### src/rtl/mem_arb.sv
// Burst-granular arbiter sharing one memory port between the I-cache and D-cache controllers.
// Grant is held for the whole burst; a hold watchdog flags overly long ownership.
module mem_arb #(
    parameter int unsigned MAX_HOLD = 32
) (
    input  logic        clk,
    input  logic        rst,
    input  logic        i_req,
    input  logic [15:0] i_addr,
    input  logic [15:0] i_data_in,
    input  logic        i_wr,
    input  logic        i_rd,
    output logic        i_gnt,
    output logic        i_stall,
    output logic [15:0] i_data_out,
    input  logic        d_req,
    input  logic [15:0] d_addr,
    input  logic [15:0] d_data_in,
    input  logic        d_wr,
    input  logic        d_rd,
    output logic        d_gnt,
    output logic        d_stall,
    output logic [15:0] d_data_out,
    output logic [15:0] mem_addr,
    output logic [15:0] mem_data_in,
    output logic        mem_wr,
    output logic        mem_rd,
    input  logic [15:0] mem_data_out,
    input  logic        mem_stall,
    output logic        err
);

    localparam int unsigned CW = $clog2(MAX_HOLD + 1);

    typedef enum logic [1:0] {
        IDLE  = 2'd0,
        OWN_I = 2'd1,
        OWN_D = 2'd2
    } state_t;

    state_t          state;
    logic            last_d;     // 1 when D was the most recent side to release
    logic [CW-1:0]   hold_cnt;

    // Ownership FSM with watchdog counter; hold_cnt clears on every state change.
    always_ff @(posedge clk) begin
        if (rst) begin
            state    <= IDLE;
            last_d   <= 1'b0;
            hold_cnt <= '0;
        end else begin
            case (state)
                IDLE: begin
                    hold_cnt <= '0;
                    if (i_req && d_req) begin
                        state <= last_d ? OWN_I : OWN_D;
                    end else if (i_req) begin
                        state <= OWN_I;
                    end else if (d_req) begin
                        state <= OWN_D;
                    end
                end
                OWN_I: begin
                    if (i_req) begin
                        if (hold_cnt != CW'(MAX_HOLD)) hold_cnt <= hold_cnt + CW'(1);
                    end else begin
                        last_d   <= 1'b0;
                        hold_cnt <= '0;
                        state    <= d_req ? OWN_D : IDLE;
                    end
                end
                OWN_D: begin
                    if (d_req) begin
                        if (hold_cnt != CW'(MAX_HOLD)) hold_cnt <= hold_cnt + CW'(1);
                    end else begin
                        last_d   <= 1'b1;
                        hold_cnt <= '0;
                        state    <= i_req ? OWN_I : IDLE;
                    end
                end
                default: begin
                    state    <= IDLE;
                    hold_cnt <= '0;
                end
            endcase
        end
    end

    assign i_gnt = (state == OWN_I);
    assign d_gnt = (state == OWN_D);

    // Counter reaches MAX_HOLD at the end of this cycle; saturation keeps it a single pulse.
    assign err = (i_gnt || d_gnt) && (hold_cnt == CW'(MAX_HOLD - 1));

    // Steer the owner onto the shared port; the non-owner never reaches memory.
    always_comb begin
        mem_addr    = '0;
        mem_data_in = '0;
        mem_wr      = 1'b0;
        mem_rd      = 1'b0;
        if (i_gnt) begin
            mem_addr    = i_addr;
            mem_data_in = i_data_in;
            mem_wr      = i_wr & i_req;
            mem_rd      = i_rd & i_req;
        end else if (d_gnt) begin
            mem_addr    = d_addr;
            mem_data_in = d_data_in;
            mem_wr      = d_wr & d_req;
            mem_rd      = d_rd & d_req;
        end
    end

    assign i_data_out = i_gnt ? mem_data_out : 16'h0000;
    assign d_data_out = d_gnt ? mem_data_out : 16'h0000;
    assign i_stall    = i_gnt ? mem_stall : i_req;
    assign d_stall    = d_gnt ? mem_stall : d_req;

endmodule

### config.mk
export PLATFORM = sky130hd
export DESIGN_NAME = mem_arb
export DESIGN_NICKNAME = d
export VERILOG_FILES = /design/src/rtl/mem_arb.sv
export SDC_FILE = /design/constraint.sdc
export NUM_CORES = 1
export LEC_CHECK = 0
export BUFFER_PORTS_ARGS = -buffer_cell sky130_fd_sc_hd__buf_4
export CORE_MARGIN = 3
export CORE_UTILIZATION = 27
export DETAILED_ROUTE_END_ITERATION = 6
export PLACE_DENSITY = 0.76
export SYNTH_ARGS = -nofsm -noshare
export SYNTH_HDL_FRONTEND = slang
export SYNTH_SLANG_ARGS = --single-unit
### constraint.sdc
create_clock -name clk -period 1.4 [get_ports clk]
set_input_delay 0.14 -clock clk [delete_from_list [all_inputs] [get_ports clk]]
set_output_delay 0.14 -clock clk [all_outputs]
set_load 0.01 [all_outputs]
==> results by group, run 1 <==
Die
  – Die X: about 70 um
  – Full die area: around 5000 sq um
  – I/O pin total: 160
  – Initial Util: 0.290
  – Cell Rows: 22
  – Die Ht: roughly 70 um
  – Core ar.: 3800 sq um

Placement
  – Area post-placement: 2390 sq um
  – Cell count after placement: 351
  – Post-DP HPWL: 4510 um
  – Port bufs: about 160
  – Gpl congestion: between 0.8 and 0.9

Routing
  – Routed length per instance: 19.4 um
  – DRC: 0
  – Final ANT Viol Nets: 0
  – Vias per cell: 5.05
  – DRT Wirelength: 7180 um
  – Initial DRC count: 143
  – Via count: around 1,900
  – DRT Pass-1 Iters: 4

Timing
  – Skew final: 0.00179 ns
  – Min cycle time layout: 1.63 ns
  – RSZ-0062 raised after global routing: true
  – Final worst-path setup slack: -0.229 ns
  – Slew headroom: 0.821
  – Worst-margin pin slew: 0.266 ns
  – Endpoints failing setup: 74
  – Fin. Hold Viols: 0
  – Worst hold slack: 0.146 ns
  – Fin. max-slew vios: 0
  – F_max: between 600 and 700 MHz
  – Period utilization: 1.16
  – Final setup TNS: -10.80 ns

Pwr
  – Power Dens Cells: 655 nW/um^2
  – Overall power: roughly 2.0 mW
  – Worst IR drop on VDD: 509 uV
  – Static Leak: 1.50 nW

Logic synthesis
  – Most frequent cell after synthesis: a22o_1
  – Main synth FF type: dfxtp_1
  – Post-Syn Area: 1100 sq um
  – Yosys top cell by area: a22o_1
  – Mean Syn Cell Area: 7.38 sq um
  – Syn. warnings: 0
  – Area share of the leading cell type in the synthesized netlist: 0.271
  – Top post-synthesis cells by count: a22o_1 (34), and2_1 (32), dfxtp_1 (9)
  – Distinct cells, synth: 27
  – Synth Register Bits: 9
  – Synthesized net count: 244
  – Seq/Total Area, Yosys: 0.164
  – Ys async rst share: 0
  – Synth area leaders: a22o_1 (27%), and2_1 (18%), dfxtp_1 (16%), ha_1 (6.8%), nand3_1 (2.7%)
  – Synth Instances: 149
  – Number of synthesized flops with an enable pin: 0

Global routing
  – GRT Residual Overflow: 0
  – Largest net degree at the start of global routing: 31
  – Initial antenna violation count: 0
  – Global-route wire length before repair: between 9000 and 10,000 um
  – Number of global-route vias before repair: 1,851
  – GRT Util Overall: 0.246

Critical path
  – R2R Setup Slk: -0.20 ns
  – CP Launch Type: register
  – Critical Path AT: 1.49 ns
  – CP startpoint: state[1]$_SDFFE_PP0P_
  – R2R cell count: 6
  – Crit path cell chain: inv_4, ha_4, nor2b_4, buf_12, a22o_1, buf_4
  – End of the critical path: mem_addr[2]
  – CP endpoint kind: output pin
  – R2r endpoint: hold_cnt[0]$_SDFF_PP0_
  – Worst r2r src: state[1]$_SDFFE_PP0P_
  – CP Class: register to output pin
  – Critical Path RT: 1.26 ns
  – Max incr delay on CP: 0.36 ns
  – CP max-delay cell: dfxtp_4
  – Crit path max fanout: 16

CTS
  – Hold_buf cts: 0
  – Total CTS buffers: 3
  – Clock sinks: 9
  – Max clock buf depth: 2
  – Root Driver: clkbuf_8
  – Reg clk slew, reported paths: 0.04 ns
  – CTS tree: built
  – Worst-skew pair later-pin latency: 0.23 ns
  – CTS H-tree lvls: 1

Flow run
  – MaxCap Viol Count: 0

Final layout
  – Antenna Diode Count: 0
  – Share of layout cells above drive strength 1: 0.698
  – Cell area after layout: around 3000 sq um
  – Fin cells: between 300 and 400
  – Synthesis-to-layout area growth: 177%
  – # fillers: between 200 and 250
  – Post-layout net count: ~420

Worst hold path
  – Hold Crit Class: input pin to register

Run status
  – Failing checks: setup timing
  – Status: complete, but fails checks
==> flip-flops by register name (all words and copies together), names as in the netlist <==
signal and flops:
state 2, last_d 1, hold_cnt 6
==> timing repair <==
item                                   in CTS  in global routing
cloned                                      4                  2
gates resized for setup                    66                 47
pin swaps                                   2                  9
setup buffers                               6                  3
setup endpoints to repair                  79                 78
endpoints found under the hold margin       0                  0
==> per-layer routing <==
layer / GRT usage / share of wire
met5: 0 / 0
met4: 0.0319 / 0.014
met3: 0.0884 / 0.11
met2: 0.428 / 0.51
met1: 0.295 / 0.37
==> layout make-up <==
cell class / count / area, sq um / share of cell area
timing repair buffer: 180 / 1720 / 0.566
multi-input combinational: 122 / 1000 / 0.329
sequential: 9 / 188 / 0.0616
tap: 48 / 60.1 / 0.0197
clock buffer: 4 / 45.0 / 0.0148
inverter: 6 / 27.5 / 0.00904
==> per-stage QoR <==
stage	utilization	worst slack (ns)
3_3_place_gp	0.630	-0.663
3_5_place_dp	0.630	-0.639
4_1_cts	0.745	-0.198
5_1_grt	0.802	-0.285
6_report	0.802	-0.229
2_1_floorplan	-	0.00864
==> power breakdown <==
part | switching (mW) | internal, mW | leakage (nW) | total (mW)
clock network | 0.100 | 0.198 | 0.0228 | 0.299
registers | 0.0142 | 0.268 | 0.0743 | 0.282
logic | 0.555 | 0.859 | 1.40 | 1.41
total | 0.670 | 1.33 | 1.50 | 2.00
==> logic make-up after synthesis <==
kind of cell | after synthesis | synth area share
AND/OR/NAND/NOR | 67 | 0.348
buffers and inverters | 19 | 0.0705
adder cells (fa/ha/maj) | 6 | 0.0683
XOR/XNOR | 3 | 0.0239
AO/OA/AOI/OAI | 45 | 0.325
flip-flops | 9 | 0.164
==> critical path, delay by kind of cell, from the launching register on <==
family                   cells  cell delay (ns)
adder cells (fa/ha/maj)      1             0.26
flip-flops                   1             0.36
AO/OA/AOI/OAI                1             0.19
AND/OR/NAND/NOR              1             0.08
buffers and inverters        3             0.36
==> placed cells by master (no fill, tap or decap), types with 2 or more instances in the layout <==
| master | synthesis | routed |
|---|---|---|
| inv_4 | 0 | 2 |
| a22o_1 | 34 | 34 |
| ha_1 | 6 | 3 |
| inv_1 | 6 | 4 |
| and2_4 | 0 | 22 |
| buf_16 | 0 | 3 |
| buf_6 | 0 | 64 |
| o21ai_0 | 5 | 3 |
| or3b_4 | 0 | 2 |
| or3_1 | 2 | 2 |
| buf_4 | 0 | 108 |
| nor3_2 | 0 | 2 |
| nor4_2 | 0 | 2 |
| nand2_1 | 6 | 6 |
| nand3_1 | 6 | 5 |
| a21oi_1 | 4 | 3 |
| xor2_1 | 2 | 2 |
| dfxtp_1 | 9 | 7 |
| clkbuf_8 | 0 | 3 |
| or2b_1 | 2 | 2 |
| clkbuf_16 | 0 | 2 |
| nor3_1 | 5 | 3 |
| ha_4 | 0 | 3 |
| buf_12 | 0 | 3 |
| nor2b_4 | 0 | 2 |
| dfxtp_4 | 0 | 2 |
| nor2_1 | 7 | 7 |
| and2_1 | 32 | 10 |
==> how the worst min path moves through the flow <==
| stage | startpoint | slack [ns] | endpoint | cells after the start |
|---|---|---|---|---|
| global placement | rst | 0.36 | last_d$_SDFFE_PP0P_ | 2 |
| finish | rst | 0.15 | last_d$_SDFFE_PP0P_ | 2 |
| CTS | rst | 0.13 | last_d$_SDFFE_PP0P_ | 2 |
| detailed placement | rst | 0.36 | last_d$_SDFFE_PP0P_ | 2 |
| global route | rst | 0.15 | last_d$_SDFFE_PP0P_ | 2 |
| floorplan | rst | 0.22 | last_d$_SDFFE_PP0P_ | 1 |
(Power assumes the default switching activity.)
==> inputs of run 2 (changes only) <==
REMOVE_ABC_BUFFERS = 1   (was default)
==> run 2 against run 1 <==
Design area up 11%. Non-clock buffer count up 18. Flip-flop and latch count unchanged. Worst hold slack worse by 0.019 ns. Core utilization up 8.9 points. The flow still finishes with violations (setup timing).
==> results by group, run 2 (synthesis results as in run 1) <==
Critical path
  – Most Frequent Cell on Critical Path: buf_4
  – Crit path max fanout: 5 (-11)
  – CP Class: register to register
  – CP endpoint kind: register
  – CP Launch Type: register
  – Critical Path AT: 1.82 ns (+0.33 ns)
  – Crit path cell chain: inv_4, ha_4, buf_4, buf_12, buf_16, a22oi_2, buf_4, a21oi_2, a22o_1
  – R2R Setup Slk: -0.30 ns (-0.10 ns)
  – End of the critical path: state[0]$_SDFFE_PP0P_
  – Critical Path RT: 1.52 ns (+0.26 ns)
  – Max incr delay on CP: 0.37 ns (about the same)
  – CP max-delay cell: dfxtp_4
  – R2R cell count: 9 (+3)
  – Worst r2r src: state[1]$_SDFFE_PP0P_
  – R2r endpoint: state[0]$_SDFFE_PP0P_
  – CP startpoint: state[1]$_SDFFE_PP0P_

Global routing
  – Global-route wire length before repair: 11,500 um (+20%)
  – GR peak layer: met2
  – M2 GR Usage: 0.552 (+0.124)
  – Largest net degree at the start of global routing: 22 (-29%)
  – GRT Residual Overflow: 0 (unchanged)
  – Number of global-route vias before repair: 2,127 (+15%)
  – GRT Util Overall: 0.302 (+0.0559)
  – Met1 Resource Use GR: 0.321 (+0.0258)
  – Initial antenna violation count: 0 (unchanged)
  – Met3 usage: 0.100 (+0.0116)

Die
  – Initial Util: 0.290 (unchanged)
  – Die X: 69.8 um (unchanged)
  – Cell Rows: 22 (unchanged)
  – Die Ht: 69.8 um (unchanged)
  – Core ar.: 3800 sq um (unchanged)
  – I/O pin total: 160 (unchanged)
  – Full die area: 4870 sq um (unchanged)

Run status
  – Failing checks: setup timing
  – Status: complete, but fails checks

Pwr
  – Worst IR drop on VDD: 773 uV (+52%)
  – Static Leak: 1.65 nW (+11%)
  – Internal power: 1.46 mW (+10%)
  – Power Dens Cells: 657 nW/um^2 (+0.30%)
  – Seq pwr share: 0.127 (-0.014)
  – Switching share of total power: 0.343 (+0.00726)
  – Sw power: 0.763 mW (+14%)
  – Clock power share: 0.141 (-0.009)
  – Comb pwr share: 0.732 (+0.023)

Placement
  – Post-DP HPWL: 4800 um (+6.5%)
  – Gpl congestion: 0.867 (+4.8%)
  – Port bufs: 159 (unchanged)
  – Post-placement setup slack: -0.662 ns (-0.0229 ns)

Timing
  – Endpoints failing setup: 78 (+5.4%)
  – Fin. Hold Viols: 0 (unchanged)
  – Fin. max-slew vios: 0 (unchanged)
  – Worst-margin pin slew: 0.363 ns (+0.0977 ns)
  – Period utilization: 1.22 (+0.0538)
  – RSZ-0062 raised after global routing: true
  – Min cycle time layout: 1.70 ns (+0.0753 ns)
  – Final worst-path setup slack: -0.304 ns (-0.0753 ns)
  – F_max: 587 MHz (-4.4%)
  – Skew final: 0.00121 ns (-0.000580 ns)
  – Slew headroom: 0.755 (-0.0662)
  – Final setup TNS: -15.84 ns (-5.04 ns)

CTS
  – Clock sinks: 9 (unchanged)
  – Reg clk slew, reported paths: 0.05 ns (about the same)
  – CTS tree: built
  – Total CTS buffers: 3 (unchanged)
  – Root Driver: clkbuf_8
  – Worst-skew pair later-pin latency: 0.24 ns (about the same)
  – Hold_buf cts: 0 (unchanged)
  – Max clock buf depth: 2 (unchanged)
  – CTS H-tree lvls: 1 (unchanged)

Final layout
  – Most frequent cells in the layout: buf_4 (112), buf_6 (71), a22o_1 (34), and2_4 (32), buf_12 (9)
  – Leading cell type in the layout, fill and taps excluded: buf_4
  – Synthesis-to-layout area growth: 208%
  – Antenna Diode Count: 0 (unchanged)
  – Regs by FF count: hold_cnt (6), state (2), last_d (1)
  – Post-layout net count: 435 (+4.3%)
  – Biggest register: hold_cnt
  – Largest register FFs: 6 (unchanged)
  – Share of layout cells above drive strength 1: 0.779 (+0.0809)

Routing
  – Routed length per instance: 22.7 um (+17%)
  – Initial DRC count: 127 (-11%)
  – Vias per cell: 5.36 (+6.2%)
  – Final ANT Viol Nets: 0 (unchanged)
  – DRT Wirelength: 8780 um (+22%)
  – Via count: 2,076 (+11%)
  – DRC: 0 (unchanged)
  – DRT Pass-1 Iters: 4 (unchanged)

Worst hold path
  – Hold Crit Class: input pin to register

Flow run
  – MaxCap Viol Count: 0 (unchanged)
run 2: changes by cell type in the layout (fill, tap and decap cells not counted), moves of 3 or more:
cell	previous run	this run
and2_1	10	0
and2_4	22	32
buf_6	64	71
buf_12	3	9
buf_4	108	112
buf_16	3	6
nand2_1	6	3
nand3_1	5	2
nand3_2	1	4
nor2_1	7	4
run 2: metrics by stage:
| stage | util | hold WS [ns] | std cells | area [sq um] | power [mW] |
|---|---|---|---|---|---|
| after floorplan | - | 0.219 | 136 | 1040 | 0.656 |
| after global placement | 0.626 | 0.353 | 353 | 2380 | 1.24 |
| after detailed placement | 0.626 | 0.353 | 353 | 2380 | 1.24 |
| after CTS | 0.868 | 0.117 | 382 | 3300 | 2.09 |
| after global routing | 0.891 | 0.152 | 387 | 3380 | 2.30 |
| final | 0.891 | 0.127 | 387 | 3380 | 2.22 |
run 2: timing repair:
| item | in CTS | in global routing |
|---|---|---|
| gates cloned | 9 | 0 |
| endpoints found under the hold margin | 0 | 0 |
| buffers inserted | 16 | 5 |
| setup endpoints to repair | 78 | 79 |
| pin swaps | 17 | 6 |
| gates resized for setup | 141 | 16 |
run 2: final cells by class:
class                           instances  area (sq um)
Timing Repair Buffer                  198          1990
Multi-Input combinational cell        122          1080
Fill cell                             180           414
Sequential cell                         9           188
Tap cell                               48          60.1
Clock buffer                            4          45.0
Inverter                                6          27.5
run 2: power groups by stage:
stage	registers, mW	clock network (mW)	logic [mW]
6_report	0.281	0.314	1.63
5_1_grt	0.283	0.324	1.69
3_3_place_gp	0.279	0	0.962
2_1_floorplan	0.279	0	0.377
3_5_place_dp	0.280	0	0.963
4_1_cts	0.281	0.311	1.50
run 2: per-layer routing:
layer	up-vias	routed length [um]
li1	921	-
met1	968	3070
met2	158	4580
met3	29	830
met4	0	296
met5	-	0
run 2: worst min path at each step:
| stage | from | to | slack, ns | cells after the start |
|---|---|---|---|---|
| 6_report | rst | last_d$_SDFFE_PP0P_ | 0.13 | 2 |
| 5_1_grt | rst | last_d$_SDFFE_PP0P_ | 0.15 | 2 |
| 4_1_cts | rst | last_d$_SDFFE_PP0P_ | 0.12 | 2 |
| 3_5_place_dp | rst | last_d$_SDFFE_PP0P_ | 0.35 | 2 |
| 3_3_place_gp | rst | last_d$_SDFFE_PP0P_ | 0.35 | 2 |
| 2_1_floorplan | rst | last_d$_SDFFE_PP0P_ | 0.22 | 1 |
run 2: worst max-delay path, delay by kind of cell, from the launching register on:
kind                       cells  cell delay (ns)
AOI/OAI and AO/OA              3             0.46
adders and majority gates      1             0.17
buffers and inverters          5             0.59
DFF                            1             0.37
==> inputs of run 3 (changes only) <==
CORE_UTILIZATION = 30   (was 27)
CTS_CLUSTER_SIZE = 10   (was default)
PLACE_DENSITY = 0.8   (was 0.76)
clock period = 1.7 ns   (was 1.4 ns; I/O delays follow)
==> run 3 against run 2 <==
The run still ends with setup timing left. Via count down 17%. Clock-buffer cell count unchanged. First-iteration DRC count down 48%. Clock skew down 0.00064 ns. Total power down 39%. Worst setup slack better by 0.29 ns. Critical path depth down 2. Critical endpoint is now mem_data_in[12]. Register-to-register slack better by 0.35 ns. Cell count down 8.3%. Routed wire length down 35%. Largest cell class unchanged.
==> results by group, run 3 (synthesis results as in run 1) <==
CTS
  – Max clock buf depth: 2 (unchanged)
  – Reg clk slew, reported paths: 0.04 ns (about the same)
  – CTS H-tree lvls: 1 (unchanged)
  – Hold_buf cts: 0 (unchanged)
  – Worst-skew pair later-pin latency: 0.23 ns (about the same)
  – Total CTS buffers: 3 (unchanged)
  – Root Driver: clkbuf_8
  – CTS tree: built
  – Clock sinks: 9 (unchanged)

Timing
  – F_max: slightly below 600 MHz
  – Fin. max-slew vios: 0 (unchanged)
  – Endpoints failing setup: 3 (-96%)
  – Min cycle time layout: 1.71 ns
  – Skew final: 0.000568 ns (-0.000638 ns)
  – Slew headroom: 0.828 (+0.0726)
  – Fin. Hold Viols: 0 (unchanged)
  – Period utilization: 1.01
  – Final worst-path setup slack: -0.0106 ns (+0.294 ns)
  – RSZ-0062 raised after global routing: true
  – Worst-margin pin slew: 0.256 ns (-0.107 ns)

Routing
  – Final ANT Viol Nets: 0 (unchanged)
  – DRC: 0 (unchanged)
  – Vias per cell: 4.85 (-9.6%)
  – Initial DRC count: 66 (-48%)
  – DRT Wirelength: 5670 um (-35%)
  – DRT Pass-1 Iters: 2 (-2)
  – Routed length per instance: 16.0 um (-30%)
  – Via count: 1,722 (-17%)

Critical path
  – Critical Path RT: 1.53 ns (about the same)
  – R2R cell count: 6 (-3)
  – CP Launch Type: register
  – CP Class: register to output pin
  – Crit path max fanout: 8 (+3)
  – R2r endpoint: state[0]$_SDFFE_PP0P_
  – CP startpoint: state[0]$_SDFFE_PP0P_
  – Worst r2r src: state[0]$_SDFFE_PP0P_
  – R2R Setup Slk: 0.05 ns (+0.35 ns)
  – CP endpoint kind: output pin
  – Critical Path AT: 1.54 ns (-0.28 ns)

Worst hold path
  – Hold Path Cell Cnt: 2 (unchanged)
  – Hold Crit Class: input pin to register
  – Hold Path End: last_d$_SDFFE_PP0P_
  – Hold Crit Start: rst

Global routing
  – Number of global-route vias before repair: 1,687 (-21%)
  – Initial antenna violation count: 0 (unchanged)
  – Global-route wire length before repair: 8130 um (-30%)
  – Largest net degree at the start of global routing: 32 (+45%)
  – GRT Residual Overflow: 0 (unchanged)
  – GRT Util Overall: 0.241 (-0.0611)

Pwr
  – Worst IR drop on VDD: 403 uV (-48%)
  – Clock power share: 0.184 (+0.043)
  – Internal power: 0.896 mW (-39%)
  – Seq pwr share: 0.172 (+0.045)
  – Switching share of total power: 0.341 (-0.00223)
  – Static Leak: 1.33 nW (-20%)
  – Sw power: 0.463 mW (-39%)
  – Comb pwr share: 0.644 (-0.088)
  – Power Dens Cells: 532 nW/um^2 (-19%)

Die
  – Die Ht: 66.5 um (-4.7%)
  – Cell Rows: 21 (-4.5%)
  – Full die area: 4430 sq um (-9.2%)
  – I/O pin total: 160 (unchanged)
  – Initial Util: 0.320 (+0.0300)
  – Core ar.: 3440 sq um (-9.4%)
  – Die X: 66.5 um (-4.7%)

Run status
  – Status: complete, but fails checks
  – Failing checks: setup timing

Placement
  – Post-placement setup slack: 0.101 ns (+0.763 ns)
  – Gpl congestion: 0.764 (-12%)
  – Area post-placement: 2360 sq um (-0.63%)
  – Cell count after placement: 346 (-2.0%)
  – Post-DP HPWL: 4510 um (-6.1%)
  – Port bufs: 159 (unchanged)

Final layout
  – Biggest register: hold_cnt
  – Cell area after layout: 2550 sq um (-25%)
  – Synthesis-to-layout area growth: 132%
  – Fin cells: 355 (-8.3%)
  – Antenna Diode Count: 0 (unchanged)
  – Most frequent cells in the layout: buf_4 (153), a22o_1 (33), and2_1 (32), buf_6 (14)
  – Regs by FF count: hold_cnt (6), state (2), last_d (1)
  – Post-layout net count: 405 (-6.9%)
  – Share of layout cells above drive strength 1: 0.586 (-0.193)
  – Finished Core Util: 0.742 (-0.149)
  – Largest register FFs: 6 (unchanged)
  – Leading cell type in the layout, fill and taps excluded: buf_4

Flow run
  – MaxCap Viol Count: 0 (unchanged)
## run 3: cell count changes in the layout (fill, tap and decap cells not counted), sizes merged
cell,delta
nor2b,-1
buf,-29
## run 3: power by group through the flow
| stage | Combinational [mW] | Clock [mW] | Sequential [mW] |
|---|---|---|---|
| finish | 0.875 | 0.250 | 0.234 |
| global route | 0.943 | 0.271 | 0.234 |
| CTS | 0.898 | 0.256 | 0.233 |
| detailed placement | 0.791 | 0 | 0.231 |
| global placement | 0.786 | 0 | 0.231 |
| floorplan | 0.311 | 0 | 0.229 |
## run 3: layer usage
layer | wire (um) | track usage | up-vias | share of wire
met1 | 2030 | 0.259 | 764 | 0.36
met3 | 704 | 0.103 | 4 | 0.12
li1 | - | - | 855 | -
met2 | 2910 | 0.436 | 99 | 0.51
met5 | 0 | 0 | - | 0
met4 | 25 | 0.0457 | 0 | 0.0044
## run 3: what timing repair did
action | in CTS | in global routing
pin swaps | 3 | 7
resized for setup | 24 | 4
endpoints found under the setup margin | 33 | 32
endpoints found under the hold margin | 0 | 0
setup buffers | 3 | 2
gates cloned | 2 | 0
## run 3: worst max-delay path, stage by stage (launching register included)
cell	delay, ns
dfxtp_4	0.38
inv_4	0.05
ha_4	0.17
nor2b_4	0.14
buf_6	0.12
buf_16	0.13
a22o_1	0.20
buf_6	0.12
## run 3: metrics by stage
stage	setup TNS, ns	total power, mW	hold WS [ns]
global placement	0	1.02	0.384
finish	-0.0225	1.36	0.139
CTS	-0.0646	1.39	0.137
floorplan	-43.74	0.540	0.249
detailed placement	0	1.02	0.381
global route	-0.839	1.45	0.132
## run 3: how the worst max path moves through the flow
stage	to	slack, ns	depth (start not counted)
3_3_place_gp	mem_addr[0]	0.14	6
3_5_place_dp	mem_addr[0]	0.10	6
5_1_grt	mem_data_in[12]	-0.07	7
6_report	mem_data_in[12]	-0.01	7
2_1_floorplan	mem_addr[0]	-1.11	4
4_1_cts	mem_addr[0]	-0.02	7
## run 3: cell type report
type                            instances  area [sq um]
Clock buffer                            4          45.0
Fill cell                             298           890
Inverter                                6          25.0
Multi-Input combinational cell        121           883
Sequential cell                         9           188
Tap cell                               46          57.6
Timing Repair Buffer                  169          1350
